==> src/rtl/stack_pkg.sv <==
// Shared types and constants for the stack sequencer.
// Included by stack_ptr and stack_seq.
package stack_pkg;

    typedef enum logic [1:0] {
        IDLE      = 2'd0,
        PUSH      = 2'd1,
        PULL      = 2'd2,
        PULL_LAST = 2'd3
    } state_t;

    localparam logic [1:0] W8  = 2'd1;
    localparam logic [1:0] W16 = 2'd2;
    localparam logic [1:0] W24 = 2'd3;

    localparam logic [7:0]  DEF_STACK_PAGE = 8'h00;
    localparam logic [15:0] DEF_S_INIT     = 16'hFFFF;

    // Width code 0 behaves as a single byte.
    function automatic logic [1:0] byte_count(input logic [1:0] w);
        case (w)
            W16:     byte_count = W16;
            W24:     byte_count = W24;
            default: byte_count = W8;
        endcase
    endfunction

endpackage

==> src/rtl/stack_ptr.sv <==
// Stack pointer register with load, step and optional wrap flag.
// The wrap flag logic exists only when STACK_OVF_EN is defined.
module stack_ptr
    import stack_pkg::*;
#(
    parameter logic [15:0] S_INIT = DEF_S_INIT
) (
    input  logic        clk,
    input  logic        rst,
    input  logic        ld,
    input  logic [15:0] ld_val,
    input  logic        inc,
    input  logic        dec,
    output logic [15:0] s,
    output logic [15:0] s_plus1,
    output logic        ovf
);

    assign s_plus1 = s + 16'd1;

    always_ff @(posedge clk) begin
        if (rst) begin
            s <= S_INIT;
        end else if (ld) begin
            s <= ld_val;
        end else if (inc) begin
            s <= s_plus1;
        end else if (dec) begin
            s <= s - 16'd1;
        end
    end

`ifdef STACK_OVF_EN
    always_ff @(posedge clk) begin
        if (rst || ld) begin
            ovf <= 1'b0;
        end else if ((inc && s == 16'hFFFF) || (dec && s == 16'h0000)) begin
            ovf <= 1'b1;
        end
    end
`else
    assign ovf = 1'b0;
`endif

endmodule

==> src/rtl/stack_seq.sv <==
// Byte-serial push/pull sequencer for a 1..3 byte stack in one page.
// Define STACK_OVF_EN to enable the sticky wrap flag on ovf.
module stack_seq
    import stack_pkg::*;
#(
    parameter logic [7:0]  STACK_PAGE = DEF_STACK_PAGE,
    parameter logic [15:0] S_INIT     = DEF_S_INIT
) (
    input  logic        clk,
    input  logic        RST,
    input  logic        req_push,
    input  logic        req_pull,
    input  logic [1:0]  width,
    input  logic [23:0] wdata,
    input  logic        txs,
    input  logic [15:0] txs_val,
    input  logic        RDY,
    input  logic [7:0]  DI,
    output logic [23:0] AB,
    output logic [7:0]  DO,
    output logic        WE,
    output logic [15:0] S,
    output logic        busy,
    output logic        done,
    output logic [23:0] rdata,
    output logic        ovf
);

    state_t      state_q, state_d;
    logic [1:0]  cnt_q;
    logic [1:0]  rd_idx_q;
    logic        pend_q;
    logic        done_q;
    logic [23:0] wdata_q;
    logic [23:0] rdata_q, rdata_nxt;
    logic [15:0] s_plus1;
    logic        ld, inc, dec;

    stack_ptr #(.S_INIT(S_INIT)) u_ptr (
        .clk    (clk),
        .rst    (RST),
        .ld     (ld),
        .ld_val (txs_val),
        .inc    (inc),
        .dec    (dec),
        .s      (S),
        .s_plus1(s_plus1),
        .ovf    (ovf)
    );

    always_comb begin
        state_d = state_q;
        ld      = 1'b0;
        inc     = 1'b0;
        dec     = 1'b0;
        AB      = {STACK_PAGE, S};
        DO      = 8'h00;
        WE      = 1'b0;
        case (state_q)
            IDLE: begin
                if (RDY) begin
                    if (txs)           ld      = 1'b1;
                    else if (req_push) state_d = PUSH;
                    else if (req_pull) state_d = PULL;
                end
            end
            PUSH: begin
                WE = 1'b1;
                case (cnt_q)
                    2'd3:    DO = wdata_q[23:16];
                    2'd2:    DO = wdata_q[15:8];
                    default: DO = wdata_q[7:0];
                endcase
                if (RDY) begin
                    dec = 1'b1;
                    if (cnt_q == 2'd1) state_d = IDLE;
                end
            end
            PULL: begin
                AB = {STACK_PAGE, s_plus1};
                if (RDY) begin
                    inc = 1'b1;
                    if (cnt_q == 2'd1) state_d = PULL_LAST;
                end
            end
            PULL_LAST: begin
                if (RDY) state_d = IDLE;
            end
            default: state_d = IDLE;
        endcase
    end

    // Read data lands one cycle after its address, low byte first.
    always_comb begin
        rdata_nxt = rdata_q;
        case (rd_idx_q)
            2'd0:    rdata_nxt[7:0]   = DI;
            2'd1:    rdata_nxt[15:8]  = DI;
            2'd2:    rdata_nxt[23:16] = DI;
            default: rdata_nxt        = rdata_q;
        endcase
    end

    assign busy  = (state_q != IDLE);
    assign done  = done_q | (state_q == PULL_LAST && RDY);
    assign rdata = (state_q == PULL_LAST) ? rdata_nxt : rdata_q;

    always_ff @(posedge clk) begin
        if (RST) begin
            state_q  <= IDLE;
            cnt_q    <= 2'd0;
            rd_idx_q <= 2'd0;
            pend_q   <= 1'b0;
            done_q   <= 1'b0;
            wdata_q  <= 24'h0;
            rdata_q  <= 24'h0;
        end else begin
            state_q <= state_d;
            done_q  <= 1'b0;
            if (RDY) begin
                case (state_q)
                    IDLE: begin
                        if (!txs && req_push) begin
                            wdata_q <= wdata;
                            cnt_q   <= byte_count(width);
                        end else if (!txs && req_pull) begin
                            cnt_q    <= byte_count(width);
                            rdata_q  <= 24'h0;
                            rd_idx_q <= 2'd0;
                            pend_q   <= 1'b0;
                        end
                    end
                    PUSH: begin
                        cnt_q <= cnt_q - 2'd1;
                        if (cnt_q == 2'd1) done_q <= 1'b1;
                    end
                    PULL: begin
                        cnt_q  <= cnt_q - 2'd1;
                        pend_q <= 1'b1;
                        if (pend_q) begin
                            rdata_q  <= rdata_nxt;
                            rd_idx_q <= rd_idx_q + 2'd1;
                        end
                    end
                    PULL_LAST: begin
                        rdata_q <= rdata_nxt;
                        pend_q  <= 1'b0;
                    end
                    default: ;
                endcase
            end
        end
    end

endmodule
==> config.mk <==
export PLATFORM = sky130hd
export DESIGN_NAME = stack_seq
export DESIGN_NICKNAME = d
export VERILOG_FILES = /design/src/rtl/stack_pkg.sv /design/src/rtl/stack_ptr.sv /design/src/rtl/stack_seq.sv
export SDC_FILE = /design/constraint.sdc
export NUM_CORES = 1
export LEC_CHECK = 0
export ABC_CLOCK_PERIOD_IN_PS = 5850
export CAP_MARGIN = 40
export CORE_ASPECT_RATIO = 1.2
export CORE_MARGIN = 10
export CORE_UTILIZATION = 38
export CTS_CLUSTER_SIZE = 24
export DETAILED_ROUTE_END_ITERATION = 8
export PLACE_DENSITY = 0.67
export SLEW_MARGIN = 20
export SYNTH_ARGS = -nofsm -noshare
export SYNTH_HDL_FRONTEND = slang
export SYNTH_SLANG_ARGS = --single-unit
export TNS_END_PERCENT = 30
==> constraint.sdc <==
create_clock -name clk -period 5.85 [get_ports clk]
set_input_delay 1.17 -clock clk [delete_from_list [all_inputs] [get_ports clk]]
set_output_delay 1.17 -clock clk [all_outputs]
set_load 0.01 [all_outputs]
# After elaboration in Yosys (flattened, before gate mapping)
# Index checks and enable logic that the tools add are counted.
totals:
  elab_cells: 99
  in_bits: 56
  out_inout_bits: 76
  ff_bits: 72
classes:
  mux: 43
  add_sub_neg: 4
  bitwise_logic: 3
  n_reduce_logical: 19
  eq_ne: 22
op_table:
  columns: ["op", "count"]
  rows:
  - ["two-way mux 24 bit", 4]
  - ["one-hot mux 24 bit (3 select lines)", 1]
  - ["two-way mux 16 bit", 4]
  - ["two-way mux 8 bit", 4]
  - ["two-way mux 2 bit", 14]
  - ["inequality test 2 bit (second input constant)", 10]
  - ["adder 16 x 1 -> 16 bit (second input constant)", 1]
  - ["one-hot mux 8 bit (2 select lines)", 1]
  - ["subtractor 16 x 1 -> 16 bit (second input constant)", 1]
  - ["equality test 2 bit (second input constant)", 7]
  - ["one-hot mux 2 bit (2 select lines)", 3]
  - ["two-way mux 1 bit", 10]
  - ["AND reduction 5 bit", 2]
  - ["one-hot mux 2 bit (4 select lines)", 1]
  - ["AND reduction 8 bit", 1]
  - ["equality test 2 x 1 -> 1 bit (second input constant)", 3]
  - ["inequality test 3 bit (second input constant)", 2]
  - ["AND reduction 3 bit", 2]
  - ["nonzero test 2 bit", 3]
  - ["nonzero test 3 bit", 2]
  - ["logical NOT 2 bit", 2]
  - ["AND reduction 4 bit", 1]
  - ["logical AND 1 bit", 3]
  - ["one-hot mux 1 bit (3 select lines)", 1]
  - ["7 further kinds", 8]

# Logic depth before layout (Yosys ltp)
logic_depth:
  ltp_word: 5
  ltp_mapped: 9
  mapped_depth_nobuf: 7

# Hierarchy
# A second synthesis with hierarchy kept.
hier_totals:
  cells_unflattened: 583
  area_unflattened_um2: 5039.8
by_module_without_submodules:
  columns: ["mod", "seq_area_each_um2", "n_inst", "area_each_um2", "cells_per_inst"]
  rows:
  - ["stack_seq", 1121.1, 1, 3468.3, 375]
  - ["stack_ptr", 320.3, 1, 1571.5, 208]

# Worst setup path before layout
# Ideal clock, no wire load.
synth_path:
  kind: "flip-flop to output port"
  startpoint: "register u_ptr.s[0]"
  endpoint: "output AB[10]"
  path_slack_ps: 2984
  arrival_time_ps: 1696
  stages_incl_launch_ff: 7
  required_ps: 4680
  n_path_buf: 0
  path_cell_list: "dfxtp_1 ha_1 and3_1 and3_1 nand4_1 nor2_1 xor2_1"
synth_via:
  elab_chain_cells: 2
synth_rtl:
  columns: ["item", "line", "source"]
  rows:
  - ["start, declared", "stack_ptr.sv:14", "output logic [15:0] s,"]
  - ["start signal, assigned", "stack_ptr.sv:25", "s <= ld_val;"]
  - ["start signal, assigned", "stack_ptr.sv:27", "s <= s_plus1;"]
  - ["start signal, assigned", "stack_ptr.sv:29", "s <= s - 16'd1;"]
  - ["adder 16 x 1 -> 16 bit", "stack_ptr.sv:19", "assign s_plus1 = s + 16'd1;"]
  - ["two-way mux 16 bit", "stack_seq.sv:59", "case (state_q)"]
  - ["end, declared", "stack_seq.sv:19", "output logic [23:0] AB,"]
# Every way passes these cells.

# Worst setup path in the final report
# Ends and elaborated chain as after synthesis.

==> metrics <==
status finished clean; Setup Viol. Count Final 0; Final Skew between 0.009 and 0.01 ns; Via Count 4155; unrepaired setup endpoints after global routing false; total wire length approximately 13000 µm; EDFF count, synth 0; Async S/R FF share, synth 0%; MaxCap Viol Count 0; Slew HR a little over two fifths; CTS Buf Count 9; crit path DAT 2.78 ns; most used cell, CP and3_1; DRC viols 0; sequential cell area fraction in the yosys report around a third; Crit Path Class flop to output port; Max Root-Sink Buffers 2; Worst IR Drop VDD between 0.0001 and 0.00015 V; startpoint types flop; DR iter-0 viols around 240; Starting Density 39.36%; GRT overflow 0; routed len/inst approximately 17 µm; core area approximately 11000 µm²; post-synth top area cell dfxtp_1; worst-margin pin slew between 0.8 and 0.9 ns; slowest stage delay, CP 0.55 ns; YS warnings 0; Yosys top cell area share between 30 and 40%; filler cell count ~1100; Slowest cell on crit path clkdlybuf4s50_1; Die ar. between 15000 and 20000 µm²; dpl hpwl between 9000 and 10000 µm; first-pass GRT wire length roughly 21000 µm; Core Rows 42; initial antenna violation count 0; Die H about 140 µm; post-synth cell types between 60 and 70; Synth Instances between 500 and 600; Detailed Routing Iterations Pass 1 4; Worst Path Max Fanout 7; Mapped Area around 4400 µm²; post-cts resize count 0; commonest register cell after synthesis dfxtp_1; gr usage total 15.81%; worst-path cell chain ha_1, and3_1, and3_1, nand4_1, nor2_1, xor2_1, clkdlybuf4s50_1; I/O pins 132; # clock sinks 72; hold buffer count at cts 0; Post-DRT Antenna Nets 0; Final nets around 690; CTS tree yes; Mean Syn Cell Area ~8.4 µm²; clock latency on the worst-skew pair about 0.33 ns; Required @ worst endpoint approximately 4.7 ns; Pins Over Slew Limit 0; period utilisation layout 67.44%; FF+latch count, synth between 70 and 80; setup bufs post-CTS 0; Clk pin slew, worst setup/hold paths roughly 0.06 ns; Finished Core Util between 50 and 60%; type of the tightest min-delay check flop to flop; Area Overhead vs Synth 33.67%; final hold vios 0; root buffer cell clkbuf_16; global placement routability congestion around 0.84; Ant. Diodes 0; Setup TNS 0 ns; Post-Layout Inst Area between 5000 and 6000 µm²; layout cells sized above 1 10.42%; Die Width between 100 and 150 µm; Placed Area 5565 µm²; Synth area leaders dfxtp_1 33%, nand2_1 6.8%, mux2_2 6.2%, a21oi_1 4.2%, ha_1 3.4%; DR vias/cell 5.341; static leakage about 2.1 nW; H-tree levels 3; largest net degree at the start of global routing 73; fin crit period approximately 4 ns; port buffer count between 100 and 150; endpoint type of the worst setup path output port; Max Freq approximately 250 MHz; vias in the first global route 4238; PwrDens approximately 270 nW/µm²
## worst max-delay path, delay by kind of cell, from the launching register on
family | cells | cell delay [ns]
XOR/XNOR | 1 | 0.16
adder cells (fa/ha/maj) | 1 | 0.26
buffers and inverters | 1 | 0.55
flip-flops | 1 | 0.50
AND/OR/NAND/NOR | 4 | 0.97
## power by group
group | switching, mW | internal, mW
sequential | 0.0568 | 0.521
clock | 0.216 | 0.332
combinational | 0.246 | 0.230
total | 0.518 | 1.08
## cells in the mapped netlist (10+ instances only)
library cell,n
a21oi_1,37
a22o_1,16
a22oi_1,10
buf_2,15
buf_4,12
clkbuf_1,19
dfxtp_1,72
ha_1,12
inv_1,12
mux2_2,24
nand2_1,80
nand3_1,12
nand4_1,10
nor2_1,26
nor3_1,18
xnor2_1,13
## sequential cells by signal, indices dropped and copies added, names as in the netlist
| name | flops |
|---|---|
| state_q | 2 |
| pend_q | 1 |
| u_ptr.s | 16 |
| wdata_q | 24 |
| rd_idx_q | 2 |
| rdata_q | 24 |
| cnt_q | 2 |
| done_q | 1 |
## kinds of logic after synthesis
kind of cell,after synthesis,share of synthesized area (%)
fa+ha+maj,12,3.424
buf+inv,65,7.874
other cells,1,0.08551
xor+xnor,20,3.994
simple gates,197,22.68
compound gates,127,21.28
flops,72,32.87
mux,31,7.789
## per-layer routing
layer / wire [µm] / track usage [%]
met5: 0 / 0
met2: 6557 / 27.26
met3: 950 / 4.136
met1: 5581 / 18.39
met4: 206 / 6.259
## path summary, 6_finish.rpt
path	start	endpoint	slack, ns	cells after the start
min reg2reg	wdata_q[17]$_SDFFE_PP0P_	wdata_q[17]$_SDFFE_PP0P_	0.45	2
min	wdata_q[17]$_SDFFE_PP0P_	wdata_q[17]$_SDFFE_PP0P_	0.45	2
max	u_ptr.s[0]$_SDFFE_PP1P_	AB[10]	1.90	7
max reg2reg	state_q[0]$_SDFFE_PP0P_	rdata_q[6]$_SDFFE_PP0P_	3.46	7
## cell usage in the layout (no fill, tap or decap), types with 4 or more instances in the layout
master	synthesis	routed
conb_1	1	9
nor3_1	18	18
and3_1	6	6
a22o_1	16	16
a21boi_0	9	9
nor2_1	26	26
or2_2	4	4
nor3b_1	5	5
clkbuf_16	0	9
xnor2_1	13	13
inv_1	12	12
nand3_1	12	12
mux2_2	24	24
nand4_1	10	10
o21ai_0	9	9
o22ai_1	4	4
buf_4	12	5
a211oi_1	4	4
nand2_1	80	80
a32o_1	8	8
and4_1	6	6
ha_1	12	12
nor4_1	4	4
mux2i_1	6	6
nor2b_1	8	8
or3_1	4	4
a22oi_1	10	10
a21oi_1	37	37
clkdlybuf4s50_1	0	121
xor2_1	7	7
dfxtp_1	72	72
## per-stage QoR
step	cells	hold slack, ns	power (mW)	setup slack, ns
global placement	762	0.4418	1.055	2.042
floorplan	533	0.4360	0.8745	2.984
detailed placement	762	0.4467	1.063	2.052
finish	778	0.4523	1.602	1.905
global route	778	0.4688	1.689	1.769
CTS	778	0.4545	1.612	1.922
## final cells by class
class	instances	area [µm²]	area share, %
Timing Repair Buffer	127	1254	21.39
Tap cell	154	192.7	3.287
Multi-Input combinational cell	396	2629	44.85
Sequential cell	72	1441	24.59
Clock buffer	10	229.0	3.906
Inverter	13	48.80	0.8324
Clock inverter	6	67.56	1.153
Power figures use the tool's default switching activity.
